--- config.mk ---
export PLATFORM = sky130hd
export DESIGN_NAME = sensor_scheduler
export DESIGN_NICKNAME = d
export VERILOG_FILES = /design/src/rtl/sensor_scheduler.sv
export SDC_FILE = /design/constraint.sdc
export NUM_CORES = 1
export LEC_CHECK = 0
export ABC_AREA = 1
export BUFFER_PORTS_ARGS = -buffer_cell sky130_fd_sc_hd__buf_2
export CAP_MARGIN = 20
export CORE_ASPECT_RATIO = 0.8
export CORE_MARGIN = 2
export CORE_UTILIZATION = 60
export DETAILED_ROUTE_END_ITERATION = 7
export PLACE_DENSITY = 0.85
export SLEW_MARGIN = 20
export SYNTH_ARGS = -nofsm -noshare
export SYNTH_HDL_FRONTEND = slang
export SYNTH_SLANG_ARGS = --single-unit
--- constraint.sdc ---
create_clock -name clk -period 4 [get_ports clk]
set_clock_uncertainty 0.2 [all_clocks]
set_input_delay 0.6 -clock clk [delete_from_list [all_inputs] [get_ports clk]]
set_output_delay 0.6 -clock clk [all_outputs]
set_load 0.03 [all_outputs]
--- src/rtl/sensor_scheduler.sv ---
`default_nettype none
// +--------------------------------------------------------------------------+
// | sensor_scheduler                                                         |
// | Round-robin sequencer that keeps only one of SR04 / DHT11 measuring.     |
// | Revision: 1.0                                                            |
// +--------------------------------------------------------------------------+
module sensor_scheduler #(
   parameter int CLK_PER_MS      = 100_000,
   parameter int SR04_PERIOD_MS  = 100,
   parameter int DHT11_PERIOD_MS = 2000,
   parameter int SR04_TMO_MS     = 30,
   parameter int DHT11_TMO_MS    = 50,
   parameter int GUARD_MS        = 1
) (
   input  logic       clk,
   input  logic       reset,
   input  logic [1:0] sel_set_4,
   input  logic       auto_en,
   input  logic       btn_r,
   input  logic       btn_l,
   input  logic       sr04_done,
   input  logic       dht11_done,
   output logic       o_sr04_start,
   output logic       o_dht11_start,
   output logic       o_busy,
   output logic [1:0] o_active,
   output logic       o_sr04_err,
   output logic       o_dht11_err
);

   localparam int c_PRESC_W  = (CLK_PER_MS > 1)      ? $clog2(CLK_PER_MS)      : 1;
   localparam int c_SR_PER_W = (SR04_PERIOD_MS > 1)  ? $clog2(SR04_PERIOD_MS)  : 1;
   localparam int c_DH_PER_W = (DHT11_PERIOD_MS > 1) ? $clog2(DHT11_PERIOD_MS) : 1;
   localparam int c_TMR_MAX  = (SR04_TMO_MS > DHT11_TMO_MS) ?
                               ((SR04_TMO_MS > GUARD_MS) ? SR04_TMO_MS : GUARD_MS) :
                               ((DHT11_TMO_MS > GUARD_MS) ? DHT11_TMO_MS : GUARD_MS);
   localparam int c_TMR_W    = $clog2(c_TMR_MAX + 1);

   localparam logic [c_PRESC_W-1:0]  c_PRESC_LAST   = c_PRESC_W'(CLK_PER_MS - 1);
   localparam logic [c_SR_PER_W-1:0] c_SR_PER_LAST  = c_SR_PER_W'(SR04_PERIOD_MS - 1);
   localparam logic [c_DH_PER_W-1:0] c_DH_PER_LAST  = c_DH_PER_W'(DHT11_PERIOD_MS - 1);
   localparam logic [c_TMR_W-1:0]    c_SR_TMO_LAST  = c_TMR_W'(SR04_TMO_MS - 1);
   localparam logic [c_TMR_W-1:0]    c_DH_TMO_LAST  = c_TMR_W'(DHT11_TMO_MS - 1);
   localparam logic [c_TMR_W-1:0]    c_GUARD_LAST   = c_TMR_W'(GUARD_MS - 1);

   typedef enum logic [1:0] {
      S_IDLE       = 2'd0,
      S_SR04_WAIT  = 2'd1,
      S_DHT11_WAIT = 2'd2,
      S_GUARD      = 2'd3
   } state_t;

   state_t                r_state;
   logic [c_PRESC_W-1:0]  r_presc;
   logic [c_SR_PER_W-1:0] r_sr_per;
   logic [c_DH_PER_W-1:0] r_dh_per;
   logic [c_TMR_W-1:0]    r_tmr;
   logic                  r_sr04_pend;
   logic                  r_dht11_pend;
   logic                  r_last_sr04;

   logic w_tick;
   logic w_sr_expire;
   logic w_dh_expire;
   logic w_sr04_req;
   logic w_dht11_req;
   logic w_grant_sr04;
   logic w_grant_dht11;

   assign w_tick      = (r_presc == c_PRESC_LAST);
   assign w_sr_expire = auto_en & w_tick & (r_sr_per == c_SR_PER_LAST);
   assign w_dh_expire = auto_en & w_tick & (r_dh_per == c_DH_PER_LAST);
   assign w_sr04_req  = (btn_l & (sel_set_4 == 2'b10)) | w_sr_expire;
   assign w_dht11_req = (btn_r & (sel_set_4 == 2'b11)) | w_dh_expire;

   // With both pending, the sensor not served last goes first.
   assign w_grant_sr04  = (r_state == S_IDLE) & r_sr04_pend  & (~r_dht11_pend | ~r_last_sr04);
   assign w_grant_dht11 = (r_state == S_IDLE) & r_dht11_pend & (~r_sr04_pend  |  r_last_sr04);

   always_ff @(posedge clk or posedge reset) begin
      if (reset) begin
         r_presc <= '0;
      end else if (w_tick) begin
         r_presc <= '0;
      end else begin
         r_presc <= r_presc + c_PRESC_W'(1);
      end
   end

   always_ff @(posedge clk or posedge reset) begin
      if (reset) begin
         r_sr_per <= '0;
         r_dh_per <= '0;
      end else if (!auto_en) begin
         r_sr_per <= '0;
         r_dh_per <= '0;
      end else if (w_tick) begin
         r_sr_per <= w_sr_expire ? '0 : r_sr_per + c_SR_PER_W'(1);
         r_dh_per <= w_dh_expire ? '0 : r_dh_per + c_DH_PER_W'(1);
      end
   end

   always_ff @(posedge clk or posedge reset) begin
      if (reset) begin
         r_state       <= S_IDLE;
         r_tmr         <= '0;
         r_sr04_pend   <= 1'b0;
         r_dht11_pend  <= 1'b0;
         r_last_sr04   <= 1'b0;
         o_sr04_start  <= 1'b0;
         o_dht11_start <= 1'b0;
         o_busy        <= 1'b0;
         o_active      <= 2'b00;
         o_sr04_err    <= 1'b0;
         o_dht11_err   <= 1'b0;
      end else begin
         o_sr04_start  <= 1'b0;
         o_dht11_start <= 1'b0;
         // A request in the grant cycle keeps its flag set.
         r_sr04_pend   <= w_sr04_req  | (r_sr04_pend  & ~w_grant_sr04);
         r_dht11_pend  <= w_dht11_req | (r_dht11_pend & ~w_grant_dht11);

         case (r_state)
            S_IDLE: begin
               if (w_grant_sr04) begin
                  r_state      <= S_SR04_WAIT;
                  r_tmr        <= '0;
                  r_last_sr04  <= 1'b1;
                  o_sr04_start <= 1'b1;
                  o_busy       <= 1'b1;
                  o_active     <= 2'b01;
               end else if (w_grant_dht11) begin
                  r_state       <= S_DHT11_WAIT;
                  r_tmr         <= '0;
                  r_last_sr04   <= 1'b0;
                  o_dht11_start <= 1'b1;
                  o_busy        <= 1'b1;
                  o_active      <= 2'b10;
               end
            end

            S_SR04_WAIT: begin
               if (sr04_done) begin
                  r_state    <= S_GUARD;
                  r_tmr      <= '0;
                  o_active   <= 2'b00;
                  o_sr04_err <= 1'b0;
               end else if (w_tick) begin
                  if (r_tmr == c_SR_TMO_LAST) begin
                     r_state    <= S_GUARD;
                     r_tmr      <= '0;
                     o_active   <= 2'b00;
                     o_sr04_err <= 1'b1;
                  end else begin
                     r_tmr <= r_tmr + c_TMR_W'(1);
                  end
               end
            end

            S_DHT11_WAIT: begin
               if (dht11_done) begin
                  r_state     <= S_GUARD;
                  r_tmr       <= '0;
                  o_active    <= 2'b00;
                  o_dht11_err <= 1'b0;
               end else if (w_tick) begin
                  if (r_tmr == c_DH_TMO_LAST) begin
                     r_state     <= S_GUARD;
                     r_tmr       <= '0;
                     o_active    <= 2'b00;
                     o_dht11_err <= 1'b1;
                  end else begin
                     r_tmr <= r_tmr + c_TMR_W'(1);
                  end
               end
            end

            S_GUARD: begin
               if (w_tick) begin
                  if (r_tmr == c_GUARD_LAST) begin
                     r_state <= S_IDLE;
                     r_tmr   <= '0;
                     o_busy  <= 1'b0;
                  end else begin
                     r_tmr <= r_tmr + c_TMR_W'(1);
                  end
               end
            end

            default: begin
               r_state  <= S_IDLE;
               r_tmr    <= '0;
               o_busy   <= 1'b0;
               o_active <= 2'b00;
            end
         endcase
      end
   end

endmodule
`default_nettype wire

==> reports/metrics.cfg <==
[outcome]
status = complete, no violations

[worst_setup_path]
path_delay_family = simple AND/OR/NAND/NOR gates
ff2ff_path_depth = 10
critical_path.reg2reg.startpoint = r_presc[0]
worst_setup_path_start_kind = flop
crit_path_frequent_cell = sky130_fd_sc_hd__nand2_1
crit_path_max_incr_delay_ns = 0.50
cp-endpoint = r_dh_per[2]
cp_max_delay_cell = sky130_fd_sc_hd__nand2_1
data_arrival_time_at_the_worst_slack_endpoint_ns = 2.56
worstPathCellList = ha_1 > nand2_1 > inv_2 > nand2_1 > nor2_1 > nand2_1 > nand2_1 > inv_1 > nand2_1 > a21oi_1
worstPathMaxFanout = 15
critical_path_class = flop to flop
setup.worst_path.end_class = flop
regToRegEndpoint = r_dh_per[2]
cp_num_buf_inv = 2
r2r_setup_slack_ns = 1.50
timing.critical_path.from = r_presc[0]
timing.critical_path.depth = 10
cp_data_required_time_ns = 4.05

[clock_network]
number_of_buffers_on_the_longest_clock_path = 2
post_cts_resize_count = 0
clock-root-buffer = sky130_fd_sc_hd__clkbuf_8
worst_skew_pair.late_latency_ns = 0.32
cts-buffers-inserted = 5
cts_sinks = 53
tritoncts = done
cts_hold_buffers = 0
post-cts-setup-buffers = 0
htreeDepth = 2
path_clk_slew_ns = 0.10

[cells_and_area]
n_fill_cell = 371
layout_commonest_cell = sky130_fd_sc_hd__nand2_1
most-common-layout-cells = 83 x sky130_fd_sc_hd__nand2_1, 57 x sky130_fd_sc_hd__inv_1, 53 x sky130_fd_sc_hd__dfrtp_1
final_nets = 414
sequential_cell_area_in_the_final_layout_um2 = 1330
synthToLayoutAreaGrowth_pct = 7.31
layout_cells_sized_above_1 = 0.0987
multiInputGateArea_um2 = 1410
n_antenna_cell = 0
finalNonFillerCells = 455

[detailed_routing]
vias = 2500
number_of_routed_nets_with_antenna_violations = 0
drt-initial-drc-count = 154
via_per_inst = 5.49
remaining_drc_errors = 0
route.final.wire_length_um = 5860
drt_pass1_iterations = 6
routed_wire_length_per_instance_um = 12.9

[sta]
final-max-slew-violation-count = 0
worst_slew_margin_rel = 0.399
rsz_0062_raised_after_global_routing = no
max_slew.worst_pin.slew_ns = 0.901
fmax_mhz = 399
finalCritPeriodShare = 0.626
report.final.hold_viol_count = 0
finalSetupTns_ns = 0
report.final.setup_viol = 0
setup_ws_ns = 1.50
finalWorstPathRequiredPeriod_ns = 2.50

[global_route]
grt.total_usage = 0.223
via_count_of_the_first_global_routing_pass = 2329
grt_pass1_wl_um = 10000
grt.overflow.total = 0
pin_count_of_the_biggest_net_entering_global_routing = 54
antenna_found_initial = 0

[power]
power.static_leakage_uw = 0.00161
clock_power_frac = 0.210
power.share.switching = 0.400
vdd.ir_drop.worst_v = 0.000492
power.density_nw_per_um2 = 458
p_sw_uw = 589
power.share.sequential = 0.436
internal_power_uw = 883
post-layout-total-power_uw = 1470
power.share.combinational = 0.354

[floorplan]
die_x_um = 83.0
floorplan.initialDensity = 0.636
die_outline_height_um = 67.2
placement_rows = 22
num_io_pins = 16
design.core.area_um2 = 4710
die_area_um2 = 5580

[run]
max_cap_viol_count = 0

[synthesis]
synthesis.nets = 394
synth_seq_cells = 53
synth_area_um2 = 3000
netlist-cell-type-count = 29
postSynthAreaPerCell_um2 = 8.01
largest_area_contributor_in_the_netlist = sky130_fd_sc_hd__dfrtp_1
ys_top_cells_by_area = sky130_fd_sc_hd__dfrtp_1 44%, sky130_fd_sc_hd__nand2_1 10%, sky130_fd_sc_hd__inv_1 7.3%, sky130_fd_sc_hd__xor2_1 5.6%, sky130_fd_sc_hd__nand3_1 5.3%
seq_area_frac_synth = 0.443
yosys_warnings = 0
synthCells = 374
yosysTopAreaCellShare = 0.443

[placement]
minimum_setup_slack_after_placement_ns = 1.54
dp_hpwl_um = 4320
globalplace.congestion = 0.963
io_buffers = 15
post-place-cells = 447

[min_path]
holdCritPathClass = input port to asynchronous set/reset pin

## worst min path at each step
stage / to / depth (start not counted)
after global routing: o_sr04_err / 2
after global placement: r_presc[0] / 1
final: r_state[1] / 2
after detailed placement: r_presc[0] / 1
after floorplan: r_presc[0] / 1
after CTS: o_sr04_err / 2
## cell type report
| cell class | count | area share |
|---|---|---|
| Sequential cell | 53 | 0.413 |
| Tap cell | 60 | 0.0234 |
| Inverter | 63 | 0.0747 |
| Clock inverter | 3 | 0.00545 |
| Timing Repair Buffer | 15 | 0.0234 |
| Multi-Input combinational cell | 256 | 0.439 |
| Clock buffer | 5 | 0.0214 |
## registers in the layout, summed over array words and instances (netlist names)
| signal | count |
|---|---|
| o_dht11_start | 1 |
| o_dht11_err | 1 |
| r_dh_per | 11 |
| r_sr_per | 7 |
| r_tmr | 6 |
| r_last_sr04 | 1 |
| r_state | 2 |
| r_presc | 17 |
| o_sr04_start | 1 |
| o_active | 2 |
| r_dht11_pend | 1 |
| o_busy | 1 |
| r_sr04_pend | 1 |
| o_sr04_err | 1 |
## metrics by stage
| step | area, um^2 | hold slack, ns | utilization |
|---|---|---|---|
| finish | 3210 | 0.234 | 0.683 |
| global route | 3210 | 0.241 | 0.683 |
| CTS | 3210 | 0.246 | 0.683 |
| detailed placement | 3130 | 0.251 | 0.664 |
| global placement | 3130 | 0.244 | 0.664 |
| floorplan | 3000 | 0.232 | - |
## Yosys cell counts
cell type                  count
sky130_fd_sc_hd__inv_4         1
sky130_fd_sc_hd__ha_1         11
sky130_fd_sc_hd__o22ai_1      11
sky130_fd_sc_hd__nand3b_1      1
sky130_fd_sc_hd__nand4_1      10
sky130_fd_sc_hd__inv_2         4
sky130_fd_sc_hd__nor3_1       11
sky130_fd_sc_hd__nand2_4       3
sky130_fd_sc_hd__o21bai_1      1
sky130_fd_sc_hd__xnor2_1       2
sky130_fd_sc_hd__o21ai_0      18
sky130_fd_sc_hd__nand3_4       1
sky130_fd_sc_hd__mux2i_1       1
sky130_fd_sc_hd__nor2_2        1
sky130_fd_sc_hd__buf_4         1
sky130_fd_sc_hd__nor2_8        2
sky130_fd_sc_hd__nor4_1        3
sky130_fd_sc_hd__nor2_1       35
sky130_fd_sc_hd__o22ai_2       1
sky130_fd_sc_hd__nand2_1      83
sky130_fd_sc_hd__nand2_2       1
sky130_fd_sc_hd__a31oi_1       1
sky130_fd_sc_hd__a21oi_1       7
sky130_fd_sc_hd__dfrtp_1      53
sky130_fd_sc_hd__o21ai_2       1
sky130_fd_sc_hd__nand3_1      32
sky130_fd_sc_hd__xor2_1       19
sky130_fd_sc_hd__buf_6         1
sky130_fd_sc_hd__inv_1        58
## routing by layer
| metal | vias up | routed length (um) | GRT usage |
|---|---|---|---|
| li1 | 1247 | - | - |
| met4 | 0 | 59 | 0.0656 |
| met2 | 75 | 2630 | 0.379 |
| met3 | 8 | 307 | 0.0550 |
| met1 | 1170 | 2860 | 0.289 |
| met5 | - | 0 | 0 |
## kinds of logic (layout without fill, tap and decap cells)
kind of cell               after synthesis  after routing  share of synthesized area
adders and majority gates               11             11                     0.0459
buffers and inverters                   65             86                     0.0860
xor gates and xnor gates                21             21                     0.0614
and+or+nand+nor                        183            183                      0.284
DFF                                     53             53                      0.443
muxes                                    1              1                    0.00334
AOI/OAI and AO/OA                       40             40                     0.0764
## power by group through the flow
stage / clock, uW / sequential, uW / combinational [uW]
2_1_floorplan: 0 / 707 / 337
3_3_place_gp: 0 / 651 / 500
3_5_place_dp: 0 / 651 / 517
4_1_cts: 309 / 641 / 521
5_1_grt: 327 / 649 / 586
6_report: 310 / 642 / 520
Power figures use the tool's default switching activity.
